--- src/rtl/rx_deserializer.sv ---
// rx_deserializer: oversampling byte receiver for the fibre-optic rx line.
// Optional PRBS-7 link checker built when RX_PRBS_CHECK_EN is defined.
module rx_deserializer #(
    parameter int OVERSAMPLE = 8,
    parameter int IDLE_BITS  = 10
) (
    input  logic       clk_bit,
    input  logic       rst,
    input  logic       line_in,
    input  logic       fifo_full,
    output logic [7:0] d_out,
    output logic       d_out_valid,
    output logic       framing_error,
    output logic       overrun,
    output logic       idle
`ifdef RX_PRBS_CHECK_EN
    ,
    input  logic        prbs_on,
    output logic        prbs_lock,
    output logic [15:0] prbs_err_count
`endif
);

    localparam int TW = $clog2(OVERSAMPLE);
    localparam logic [TW-1:0] HALF = TW'(OVERSAMPLE / 2 - 1);
    localparam logic [TW-1:0] LAST = TW'(OVERSAMPLE - 1);
    localparam int IDLE_MAX = IDLE_BITS * OVERSAMPLE;
    localparam int IW = $clog2(IDLE_MAX + 1);

    typedef enum logic [2:0] {
        S_IDLE,
        S_START,
        S_DATA,
        S_STOP,
        S_BREAK
    } state_t;

    state_t        state, state_nxt;
    logic [TW-1:0] tick, tick_nxt;
    logic [2:0]    bit_cnt, bit_cnt_nxt;
    logic [7:0]    shreg, shreg_nxt;
    logic          sync1, ls, ls_d;
    logic          accept, ferr, acc_q;
    logic          byte_en;
    logic [IW-1:0] idle_cnt;

`ifdef RX_PRBS_CHECK_EN
    assign byte_en = ~prbs_on;
`else
    assign byte_en = 1'b1;
`endif

    // Two-flop synchroniser plus one delayed copy for falling-edge detect
    always_ff @(posedge clk_bit or posedge rst) begin
        if (rst) begin
            sync1 <= 1'b1;
            ls    <= 1'b1;
            ls_d  <= 1'b1;
        end else begin
            sync1 <= line_in;
            ls    <= sync1;
            ls_d  <= ls;
        end
    end

    // Frame FSM and bit-timing state register
    always_ff @(posedge clk_bit or posedge rst) begin
        if (rst) begin
            state   <= S_IDLE;
            tick    <= '0;
            bit_cnt <= '0;
            shreg   <= '0;
        end else begin
            state   <= state_nxt;
            tick    <= tick_nxt;
            bit_cnt <= bit_cnt_nxt;
            shreg   <= shreg_nxt;
        end
    end

    // Next-state: start qualification, mid-bit data sampling, stop check
    always_comb begin
        state_nxt   = state;
        tick_nxt    = tick + TW'(1);
        bit_cnt_nxt = bit_cnt;
        shreg_nxt   = shreg;
        accept      = 1'b0;
        ferr        = 1'b0;
        unique case (state)
            S_IDLE: begin
                tick_nxt = '0;
                if (ls_d && !ls) state_nxt = S_START;
            end
            S_START: begin
                if (tick == HALF) begin
                    tick_nxt    = '0;
                    bit_cnt_nxt = '0;
                    state_nxt   = ls ? S_IDLE : S_DATA;
                end
            end
            S_DATA: begin
                if (tick == LAST) begin
                    tick_nxt    = '0;
                    shreg_nxt   = {ls, shreg[7:1]};
                    bit_cnt_nxt = bit_cnt + 3'd1;
                    if (bit_cnt == 3'd7) state_nxt = S_STOP;
                end
            end
            S_STOP: begin
                if (tick == LAST) begin
                    tick_nxt = '0;
                    if (ls) begin
                        accept    = 1'b1;
                        state_nxt = S_IDLE;
                    end else begin
                        ferr      = 1'b1;
                        state_nxt = S_BREAK;
                    end
                end
            end
            S_BREAK: begin
                tick_nxt = '0;
                if (ls) state_nxt = S_IDLE;
            end
            default: state_nxt = S_IDLE;
        endcase
    end

    // Output byte register, strobe/error pulses and sticky overrun
    always_ff @(posedge clk_bit or posedge rst) begin
        if (rst) begin
            d_out         <= 8'h00;
            acc_q         <= 1'b0;
            framing_error <= 1'b0;
            overrun       <= 1'b0;
        end else begin
            acc_q         <= accept & byte_en;
            framing_error <= ferr;
            if (accept && byte_en) d_out <= shreg;
            if (acc_q && fifo_full) overrun <= 1'b1;
        end
    end

    // fifo_full is looked at only in the strobe cycle itself
    assign d_out_valid = acc_q & ~fifo_full;

    // Count consecutive high cycles; idle once saturated
    always_ff @(posedge clk_bit or posedge rst) begin
        if (rst) begin
            idle_cnt <= '0;
        end else if (!ls) begin
            idle_cnt <= '0;
        end else if (idle_cnt != IW'(IDLE_MAX)) begin
            idle_cnt <= idle_cnt + IW'(1);
        end
    end

    assign idle = (idle_cnt == IW'(IDLE_MAX));

`ifdef RX_PRBS_CHECK_EN
    logic       prbs_on_d;
    logic [6:0] sr;
    logic [2:0] load_cnt;
    logic       dsmp;

    assign dsmp = (state == S_DATA) && (tick == LAST);

    // Self-synchronising PRBS-7 checker fed by every sampled data bit
    always_ff @(posedge clk_bit or posedge rst) begin
        if (rst) begin
            prbs_on_d      <= 1'b0;
            sr             <= '0;
            load_cnt       <= '0;
            prbs_lock      <= 1'b0;
            prbs_err_count <= '0;
        end else begin
            prbs_on_d <= prbs_on;
            if (prbs_on && !prbs_on_d) begin
                sr             <= '0;
                load_cnt       <= '0;
                prbs_lock      <= 1'b0;
                prbs_err_count <= '0;
            end else if (!prbs_on) begin
                prbs_lock <= 1'b0;
            end else if (dsmp) begin
                sr <= {sr[5:0], ls};
                if (prbs_lock) begin
                    if ((ls != (sr[6] ^ sr[5])) &&
                        (prbs_err_count != 16'hFFFF))
                        prbs_err_count <= prbs_err_count + 16'd1;
                end else if (load_cnt == 3'd6) begin
                    prbs_lock <= 1'b1;
                end else begin
                    load_cnt <= load_cnt + 3'd1;
                end
            end
        end
    end
`endif

endmodule

--- config.mk ---
export PLATFORM = sky130hd
export DESIGN_NAME = rx_deserializer
export DESIGN_NICKNAME = d
export VERILOG_FILES = /design/src/rtl/rx_deserializer.sv
export SDC_FILE = /design/constraint.sdc
export NUM_CORES = 1
export LEC_CHECK = 0
export BUFFER_PORTS_ARGS = -buffer_cell sky130_fd_sc_hd__buf_2
export CORE_MARGIN = 4
export CORE_UTILIZATION = 50
export DETAILED_ROUTE_END_ITERATION = 8
export GPL_TIMING_DRIVEN = 0
export PLACE_DENSITY_LB_ADDON = 0.05
export SYNTH_ARGS = -nofsm -noshare
export SYNTH_HDL_FRONTEND = slang
export SYNTH_SLANG_ARGS = --single-unit
--- constraint.sdc ---
create_clock -name clk_bit -period 3.05 [get_ports clk_bit]
set_input_delay 0.1525 -clock clk_bit [delete_from_list [all_inputs] [get_ports clk_bit]]
set_output_delay 0.1525 -clock clk_bit [all_outputs]
set_load 0.005 [all_outputs]
== Word-level counts from Yosys, hierarchy flattened ==
Index checks and enable logic that the tools add are counted.
Word-level totals
  register bits after elaboration: 38
  input port bits: 4
  output and inout port bits: 12
  word-level logic and storage cells: 66
Operators by class
  add/subtract/negate cells: 3
  equal/unequal tests: 16
  multiplexer cells: 23
  bitwise gates (word level): 2
  reductions and logical operators: 10
Operator list (number)
  $mux W3: 11
  $pmux W3 S5: 1
  $mux W7: 2
  $ne A2 B2 Y1 const B: 6
  $eq A3 B2 Y1 const B: 3
  $eq A3 B3 Y1 const B: 3
  $pmux W3 S3: 1
  $add A7 B1 Y7 const B: 1
  $eq A7 B7 Y1 const B: 1
  $ne A7 B7 Y1 const B: 1
  $add A3 B1 Y3 const B: 2
  $mux W1: 6
  $pmux W3 S2: 1
  $reduce_and A6 Y1: 1
  $reduce_or A2 Y1: 2
  $eq A3 B1 Y1 const B: 1
  $logic_not A3 Y1: 1
  $reduce_and A3 Y1: 1
  $logic_and A1 B1 Y1: 2
  $mux W2: 1
  $ne A2 B1 Y1 const B: 1
  $reduce_and A2 Y1: 1
  $reduce_bool A2 Y1: 1
  $and A1 B1 Y1: 1
  2 further kinds: 2

== Depth between registers and ports, before layout ==
Gate-level depths: netlist (run 1).
  depth in word-level cells: 4
  depth in mapped cells: 6
  mapped depth without buffers: 6

== Worst setup path before layout (run 1) ==
No wires, ideal clock.
  path type: reg-to-reg
  from: reg tick[0]
  to: reg state[0]
  setup time: 0.129 ns
  arrival time: 1.505 ns
  data required time: 2.921 ns
  path slack: 1.416 ns
  cell stages (with the launch flop): 6
  buffers on the path: 0
  clock period less this slack: 1.634 ns
  cell sequence: dfrtp_1 > ha_1 > and3_2 > a2111oi_0 > a2111o_1 > o21ai_0
On the way
  word-level cells in the longest chain between the ends: 3
  elaborated cells on any way between the ends: 6
  classes of those cells: eq/ne (5); reduce/logical (1)
RTL lines
  start, declared: RTL line 39  | logic [TW-1:0] tick, tick_nxt;
  start signal, assigned: RTL line 75  | tick <= tick_nxt;
  $eq A3 B3 Y1 or $eq A3 B2 Y1 (tied branches): RTL line 102, 110, 95
  $ne A2 B2 Y1 (no line)
  $reduce_and A6 Y1 (no line) *
  end signal, assigned: RTL line 74  | state <= state_nxt;
  end, declared: RTL line 38  | state_t state, state_nxt;
Mark *: on every way between the ends. The rest lies on a longest branch, timed or not.
A chain may end at the register's enable or synchronous reset.

== Final worst setup path (run 1) ==
  from: reg tick[0]
  to: reg d_out[6]
On the way
  word-level cells in the longest chain between the ends: 3
RTL lines
  $eq A3 B3 Y1: RTL line 110  | if (tick == LAST) begin
  $mux W1: RTL line 110
  $mux W1: RTL line 89  | unique case (state)
  net accept: RTL line 43  | logic accept, ferr, acc_q;
  end signal, assigned: RTL line 139  | if (accept && byte_en) d_out <= shreg;
  end, declared: RTL line 11  | output logic [7:0] d_out,
The timed path passes the listed nets, and every way through them passes these cells.

==> impl_metrics.json, run 1 <==
{
  "violations": "negative hold slack",
  "worstSetupPathType": "reg -> reg",
  "synth_top_area_frac": 0.5251,
  "cts_sinks": 38,
  "finalCritPeriodShare": 0.6053,
  "antennaDiodeCount": 0,
  "fillers": 278,
  "grt_usage": 0.1508,
  "postSynthCellCount": 135,
  "p_int_uw": 784.3,
  "drt-vias-per-instance": 5.020,
  "worst_hold_slack_ps": -50.87,
  "fin_area_mm2": 0.001868,
  "maxSlewViolCount": 0,
  "path_max_fanout": 9,
  "ff2ff_path_depth": 4,
  "p_leak_uw": 0.0009625,
  "area_delta_synth_final_pct": 12.00,
  "cts_resized": 0,
  "rr_startpoint": "tick[0]",
  "synth_largest_area_cell": "dfrtp_1",
  "setup_tns_ps": 0,
  "die_width_um": 65.76,
  "gr-total-overflow": 0,
  "rows": 20,
  "syn_area_mm2": 0.001668,
  "gp_congestion": 0.8096,
  "yosysSeqAreaShare": 0.5724,
  "via_count": 1019,
  "setup_viol": 0,
  "clk_latency_ps": 330,
  "layout-drive-gt1-share": 0.3208,
  "worstMarginPinSlew_ps": 770.0,
  "grt_max_degree": 39,
  "ir_worst_vdd_mv": 0.3757,
  "rsz0062_at_grt": "false",
  "finalWirelength_um": 2578,
  "initial_core_util": 0.5332,
  "reg2reg_to": "d_out[6]",
  "core-area_mm2": 0.003128,
  "ff2ff_setup_slack_ps": 1200,
  "cts_tree": "done",
  "ys_seq_elements": 38,
  "first_pass_iters": 3,
  "hpwl_um": 1800,
  "synth_fp_nets": 146,
  "grt_pass1_vias": 1143,
  "max_freq_mhz": 541.7,
  "ys_warn_count": 0,
  "portBuffers": 15,
  "utilization": 0.5972,
  "pwr-share-clk": 0.236,
  "p_comb_frac": 0.230,
  "power_frac_seq": 0.534,
  "htreeDepth": 2,
  "synth.avg_cell_area_um2": 12.35,
  "clk_pin_slew_ps": 110,
  "crit_start": "tick[0]",
  "min_period_ps": 1846,
  "grt_pass1_wl_um": 4968,
  "wl_per_cell_um": 12.70,
  "remaining_drc_errors": 0,
  "placed_cell_area_mm2": 0.001798,
  "clockRootBuffer": "clkbuf_4",
  "die_height_um": 65.76,
  "crit_path_end": "d_out[6]",
  "finalNetCount": 169,
  "hold_class": "in -> async",
  "antenna_left": 0,
  "p_sw_uw": 337.8,
  "cp.required_ps": 3270,
  "max-slew-margin-rel": 0.4859,
  "ctsLongestPathBuffers": 2,
  "first_iter_violations": 51,
  "synthDistinctLibCells": 34,
  "synth_area_leaders": "dfrtp_1, mux2_2, ha_1",
  "worst_setup_path_start_kind": "register",
  "numCtsBuffers": 5,
  "antenna_found_initial": 0,
  "maxCapViolCount": 0,
  "finalHoldViolCount": 35,
  "cellPowerDensity_mw_per_mm2": 600.7,
  "die_area_mm2": 0.004324,
  "outcome": "finished with violations",
  "cp.arrival_ps": 2070,
  "io_pins": 16,
  "cp-end-kind": "register",
  "fin_skew_ps": 3.760,
  "p_sw_frac": 0.3010
}
==> power groups by stage <==
stage          combinational [uW]  sequential [uW]  clock [uW]
5_1_grt                       302              609         305
4_1_cts                       263              600         276
3_3_place_gp                  248              606           0
2_1_floorplan                 213              599           0
6_report                      259              599         265
3_5_place_dp                  261              610           0
==> cell families (layout without fill, tap and decap cells) <==
group,Yosys count,after routing,share of synthesized area
fa+ha+maj,7,7,0.05251
xor+xnor,6,6,0.03151
simple gates,37,37,0.1193
buf+inv,13,37,0.03751
compound gates,16,16,0.06603
flops,38,38,0.5724
mux,18,18,0.1208
==> per-layer routing <==
layer  wire length, um  vias up  global-route usage
met5                 0        -                   0
met2              1240       14              0.2503
met3                77        4             0.04615
li1                  -      507                   -
met1              1238      494              0.1839
met4                21        0             0.05440
==> placed cells by master (no fill, tap or decap), types with 2 or more instances in the layout <==
cell type  instances
dfstp_2            3
mux2_2            17
clkbuf_4           5
xnor2_1            4
a22o_1             2
a2111oi_0          2
ha_1               7
nand3_1            3
nor2_1            13
nor3_1             4
nor3b_1            2
dfrtp_1           35
a21oi_1            3
o21ai_0            4
buf_2             17
inv_1              7
inv_2              2
xor2_1             2
nand2_1            5
nor2b_1            3
==> sequential cells by signal, indices dropped and copies added (netlist names) <==
name / flops
shreg: 8
ls_d: 1
d_out: 8
sync1: 1
tick: 3
overrun: 1
idle_cnt: 7
ls: 1
bit_cnt: 3
framing_error: 1
state: 3
acc_q: 1
==> worst min path at each step <==
stage	from	to	slack [ps]	cells after the start
detailed placement	line_in	sync1	260	1
floorplan	line_in	sync1	160	0
finish	rst	d_out[5]	-50	2
global placement	line_in	sync1	260	1
CTS	fifo_full	overrun	30	2
global route	rst	shreg[5]	0.9	2
==> cell usage after synthesis <==
| master | instances |
|---|---|
| dfrtp_1 | 35 |
| mux2_2 | 17 |
| nor2_1 | 13 |
| inv_1 | 8 |
| ha_1 | 7 |
| nand2_1 | 5 |
| nor3_1 | 4 |
| o21ai_0 | 4 |
| xnor2_1 | 4 |
| a21oi_1 | 3 |
| dfstp_2 | 3 |
| nand3_1 | 3 |
| nor2b_1 | 3 |
| a2111oi_0 | 2 |
| a22o_1 | 2 |
| buf_2 | 2 |
| nor3b_1 | 2 |
| xor2_1 | 2 |
| a2111o_1 | 1 |
| a21boi_0 | 1 |
| a21o_1 | 1 |
| a31oi_1 | 1 |
| and3_1 | 1 |
| and3_2 | 1 |
| buf_4 | 1 |
| buf_6 | 1 |
| inv_2 | 1 |
| mux2i_1 | 1 |
| nand2b_1 | 1 |
| nand4_1 | 1 |
| nor4_4 | 1 |
| nor4b_1 | 1 |
| o21bai_1 | 1 |
| or2_2 | 1 |
==> stage by stage <==
stage / worst slack, ps / hold WS (ps) / cells / power [uW]
4_1_cts: 1153 / 25.52 / 203 / 1138
3_5_place_dp: 1171 / 258.7 / 194 / 871.0
3_3_place_gp: 1197 / 258.7 / 194 / 854.4
5_1_grt: 996.7 / 0.8772 / 203 / 1216
2_1_floorplan: 1416 / 157.0 / 135 / 812.1
6_report: 1204 / -50.87 / 203 / 1122
==> area by class of cell <==
class / count / area (um^2) / area share
flip-flops and latches: 38 / 954.7 / 0.5111
multi-input cells: 84 / 650.6 / 0.3483
repair buffers: 16 / 85.08 / 0.04555
clock buffers: 7 / 55.05 / 0.02947
well taps: 44 / 55.05 / 0.02947
inverters: 9 / 33.78 / 0.01808
plain buffers: 4 / 28.78 / 0.01541
clock inverters: 1 / 5.005 / 0.002679
==> critical path: stages (launching register included) <==
cell,delay (ps)
dfrtp_1,390
ha_1,290
nand2_1,130
nor4_4,530
mux2_2,400
==> repair_timing <==
| action | 4_1_cts | 5_1_grt |
|---|---|---|
| setup buffers | 0 | 0 |
| hold buffers | 1 | 0 |
| hold endpoints to repair | 1 | 0 |
Power figures use the tool's default switching activity.
==> run 2, diff against run 1 <==
==> constraint.sdc (replaced) <==
create_clock -name clk_bit -period 1.6 [get_ports clk_bit]
set_input_delay 0.08 -clock clk_bit [delete_from_list [all_inputs] [get_ports clk_bit]]
set_output_delay 0.08 -clock clk_bit [all_outputs]
set_load 0.005 [all_outputs]
==> run 2 against run 1 <==
Against the previous run:
- the run now ends clean
- setup slack got worse by 1100 ps
- clock-buffer cell count down 1
- maximum frequency grew 20%
- critical path type unchanged
- core utilization increased by 6.6 points
==> impl_metrics.json, run 2 (synthesis gave the netlist of run 1 again) <==
{
  "outcome": "completed",
  "p_leak_uw": 0.001055,
  "grt_pass1_vias": 1127,
  "first_pass_iters": 4,
  "place_ws_ps": -226.2,
  "setup_viol": 0,
  "ff2ff_setup_slack_ps": 60,
  "ff2ff_path_depth": 5,
  "finalHoldViolCount": 0,
  "cts_sinks": 38,
  "final_common_cell": "dfrtp_1",
  "finalCritPeriodShare": 0.9621,
  "antenna_found_initial": 0,
  "cp.required_ps": 1840,
  "clockRootBuffer": "clkbuf_4",
  "multiInputGateArea_um2": 705.7,
  "ir_worst_vdd_mv": 0.8591,
  "worstSetupPathType": "reg -> reg",
  "io_pins": 16,
  "cts_tree": "done",
  "finalWirelength_um": 2861,
  "max-slew-margin-rel": 0.4982,
  "core-area_mm2": 0.003128,
  "first_iter_violations": 70,
  "portBuffers": 15,
  "holdPathStages": 0,
  "maxSlewViolCount": 0,
  "area_delta_synth_final_pct": 24.31,
  "numCtsBuffers": 5,
  "gp_congestion": 0.7964,
  "utilization": 0.6628,
  "clk_latency_ps": 340,
  "htreeDepth": 2,
  "die_height_um": 65.76,
  "die_area_mm2": 0.004324,
  "initial_core_util": 0.5332,
  "fin_ws_ps": 60.61,
  "path_max_fanout": 5,
  "cp-end-kind": "register",
  "max_freq_mhz": 649.6,
  "cp.arrival_ps": 1780,
  "layout-drive-gt1-share": 0.4000,
  "cellPowerDensity_mw_per_mm2": 1278,
  "grt_max_degree": 39,
  "clk_pin_slew_ps": 120,
  "maxCapViolCount": 0,
  "worstMarginPinSlew_ps": 751.6,
  "hpwl_um": 1861,
  "via_count": 1101,
  "die_width_um": 65.76,
  "power.total_uw": 2650,
  "grt_pass1_wl_um": 5064,
  "hold_class": "reg -> reg",
  "fin_skew_ps": 17.28,
  "ff_latch_area_um2": 955.9,
  "min_period_ps": 1539,
  "grt_usage": 0.1564,
  "antennaDiodeCount": 0,
  "fillers": 249,
  "remaining_drc_errors": 0,
  "drt-vias-per-instance": 5.145,
  "wl_per_cell_um": 13.37,
  "antenna_left": 0,
  "top_regs": "d_out x8, shreg x8, idle_cnt x7",
  "worst_setup_path_start_kind": "register",
  "finalNetCount": 180,
  "rows": 20,
  "ctsLongestPathBuffers": 2,
  "mostFrequentLayoutCells": "dfrtp_1, mux2_2, buf_2",
  "gr-total-overflow": 0
}
## run 2: path summary, 6_finish.rpt
path,from,end
max,tick[1],state[0]
min,sync1,ls
max reg2reg,tick[1],state[0]
min reg2reg,sync1,ls
max in group asynchronous,rst,tick[2]
min in group asynchronous,rst,shreg[7]
## run 2: timing repair
item / CTS / global route
hold buffers: 2 / 1
gates resized for setup: 3 / 11
setup buffers: 7 / 2
pin swaps: 3 / 2
hold endpoints to repair: 2 / 35
endpoints found under the setup margin: 17 / 17
## run 2: worst max-delay path, cell delays in order, from the launching register on
cell	delay (ps)
dfrtp_1	430
ha_4	190
and3_2	240
a2111oi_4	340
a2111o_1	160
o21ai_0	70
## run 2: through the flow
stage	hold WS [ps]	std cells	area (um^2)	TNS (ps)
finish	363.1	214	2073	0
global route	342.7	214	2073	-26.09
CTS	160.9	211	2006	0
detailed placement	186.6	194	1802	-2286
global placement	186.1	194	1802	-1884
floorplan	84.48	135	1672	0
## run 2: final cells by class
type | instances | share of cell area
plain buffers | 4 | 0.01690
clock buffers | 6 | 0.02474
clock inverters | 2 | 0.02897
inverters | 9 | 0.01629
multi-input cells | 84 | 0.3404
flip-flops and latches | 38 | 0.4611
well taps | 44 | 0.02655
repair buffers | 27 | 0.08509
## run 2: layer usage
metal	up-vias	wire, um	track usage
met5	-	0	0
met2	19	1399	0.2491
met1	537	1313	0.1924
met4	0	36	0.06218
li1	540	-	-
met3	5	111	0.05641
## run 2: where the power goes
part	leakage (uW)	total, uW	internal (uW)	switching (uW)
Sequential	0.000508	1160	1070	91.9
Combinational	0.000489	648	315	334
Clock	0.0000585	841	529	312
==> run 3, diff against run 2 <==
--- a/config.mk
+++ b/config.mk
@@ -6,11 +6,14 @@
 export NUM_CORES = 1
 export LEC_CHECK = 0
 export BUFFER_PORTS_ARGS = -buffer_cell sky130_fd_sc_hd__buf_2
+export CELL_PAD_IN_SITES_DETAIL_PLACEMENT = 1
+export CELL_PAD_IN_SITES_GLOBAL_PLACEMENT = 2
 export CORE_MARGIN = 4
-export CORE_UTILIZATION = 50
+export CORE_UTILIZATION = 35
 export DETAILED_ROUTE_END_ITERATION = 8
 export GPL_TIMING_DRIVEN = 0
 export PLACE_DENSITY_LB_ADDON = 0.05
+export SLEW_MARGIN = 10
 export SYNTH_ARGS = -nofsm -noshare
 export SYNTH_HDL_FRONTEND = slang
 export SYNTH_SLANG_ARGS = --single-unit
==> run 3 against run 2 <==
Against the previous run:
- worst hold slack worse by 340 ps
- routed wire length up 8.7%
- clock power down 21%
- design area down 1.0%
- setup slack worse by 22 ps
- flip-flop and latch count unchanged
- register-to-register slack worse by 20 ps
- first-iteration DRC count down 64%
- non-clock buffer count down 2
- sequential share of layout area up 0.42 points
- total power down 7.5%
==> impl_metrics.json, run 3 (synthesis gave the netlist of run 1 again) <==
{
  "outcome": "completed",
  "cp-end-kind": "register",
  "fin_area_mm2": 0.002052,
  "layout.cells.non_filler": 220,
  "max_freq_mhz": 640.4,
  "top_regs": "d_out x8, shreg x8, idle_cnt x7",
  "p_int_uw": 1709,
  "setup_viol": 0,
  "grt_pass1_vias": 1220,
  "max-slew-margin-rel": 0.4703,
  "die_width_um": 77.03,
  "die_area_mm2": 0.005934,
  "p_leak_uw": 0.001040,
  "cts_sinks": 38,
  "grt_max_degree": 39,
  "ir_worst_vdd_mv": 0.6013,
  "min_period_ps": 1562,
  "ctsLongestPathBuffers": 2,
  "p_sw_frac": 0.3033,
  "layout-drive-gt1-share": 0.3929,
  "numCtsBuffers": 5,
  "antennaDiodeCount": 0,
  "worstMarginPinSlew_ps": 793.4,
  "path_max_fanout": 8,
  "power_frac_seq": 0.472,
  "utilization": 0.4586,
  "path_buf_inv": 1,
  "max_stage_delay_ps": 410,
  "drt-vias-per-instance": 4.855,
  "worst_setup_path_start_kind": "register",
  "antenna_found_initial": 0,
  "maxCapViolCount": 0,
  "p_comb_frac": 0.258,
  "fin_skew_ps": 10.15,
  "first_iter_violations": 25,
  "area_delta_synth_final_pct": 23.03,
  "via_count": 1068,
  "gr-total-overflow": 0,
  "core-area_mm2": 0.004474,
  "finalWirelength_um": 3110,
  "portBuffers": 15,
  "maxSlewViolCount": 0,
  "pwr-share-clk": 0.270,
  "power.total_uw": 2452,
  "critical_path.cell_chain": "ha_4, nand2b_1, nor3_2, buf_4, mux2_2",
  "cp.required_ps": 1760,
  "mostFrequentLayoutCells": "dfrtp_1, mux2_2, buf_2",
  "critPathSlowestCell": "dfrtp_1",
  "clockRootBuffer": "clkbuf_8",
  "finalHoldViolCount": 0,
  "remaining_drc_errors": 0,
  "antenna_left": 0,
  "dp.cells": 202,
  "clk_pin_slew_ps": 80,
  "rows": 24,
  "p_sw_uw": 743.8,
  "clk_latency_ps": 280,
  "die_height_um": 77.03,
  "grt_usage": 0.1149,
  "htreeDepth": 2,
  "grt_pass1_wl_um": 5451,
  "first_pass_iters": 4,
  "cellPowerDensity_mw_per_mm2": 1195,
  "placed_cell_area_mm2": 0.001812,
  "initial_core_util": 0.3728,
  "gp_congestion": 0.7461,
  "cts_tree": "done",
  "setup_tns_ps": 0,
  "finalCritPeriodShare": 0.9760,
  "io_pins": 16,
  "hpwl_um": 2152,
  "finalNetCount": 178,
  "hold_class": "in -> reg",
  "rsz0062_at_grt": "true",
  "critPathTopFamily": "flip-flops",
  "worstSetupPathType": "reg -> reg",
  "cp.arrival_ps": 1720,
  "final_common_cell": "dfrtp_1",
  "wl_per_cell_um": 14.14
}
-- run 3: cell types whose count changed in the layout (fill, tap and decap cells not counted), sizes merged --
cell         previous run  this run
bufinv                  2         0
clkbuf                  6         8
clkinv                  0         1
buf                    28        26
dlygate4sd3             3         2
-- run 3: path summary, 6_finish.rpt --
kind,start,end,slack [ps],cells after the start
hold / removal,fifo_full,overrun,20,2
setup reg to reg,tick[0],shreg[2],40,5
min in group asynchronous,rst,state[2],500,3
max in group asynchronous,rst,idle_cnt[3],600,3
hold reg to reg,sync1,ls,360,0
setup / recovery,tick[0],shreg[2],40,5
-- run 3: timing repair --
action / 4_1_cts / 5_1_grt
hold endpoints to repair: 36 / 0
buffers inserted: 2 / 6
hold buffers: 2 / 0
gates resized for setup: 3 / 8
pin swaps: 1 / 5
endpoints found under the setup margin: 16 / 17
-- run 3: layout make-up --
cell class	count	area, um^2
multi-input cells	84	708.2
clock buffers	7	86.33
fillers	464	2422
inverters	9	33.78
flip-flops and latches	38	954.7
repair buffers	25	167.7
well taps	52	65.06
plain buffers	4	31.28
clock inverters	1	5.005
-- run 3: worst reg2reg max path, cell delays in order, from the launching register on --
cell	delay (ps)
dfrtp_1	410
ha_4	200
nand2b_1	110
nor3_2	180
buf_4	200
mux2_2	340
-- run 3: metrics by stage --
step	hold WS [ps]	setup WS (ps)
floorplan	84.48	5.816
global placement	187.1	-237.1
detailed placement	189.3	-283.1
CTS	11.83	7.198
global route	12.03	-30.01
finish	19.11	38.40
-- run 3: power groups by stage --
stage	clock, uW	sequential (uW)	combinational (uW)
6_report	662	1160	632
3_3_place_gp	0	1160	496
5_1_grt	739	1170	721
4_1_cts	699	1160	558
3_5_place_dp	0	1170	523
2_1_floorplan	0	1140	412
-- run 3: metal layers --
layer	vias to the layer above	global-route usage	routed length (um)
met5	-	0	0
met4	0	0.04270	0
met3	0	0.03747	103
met1	524	0.1367	1417
met2	15	0.1934	1589
li1	529	-	-
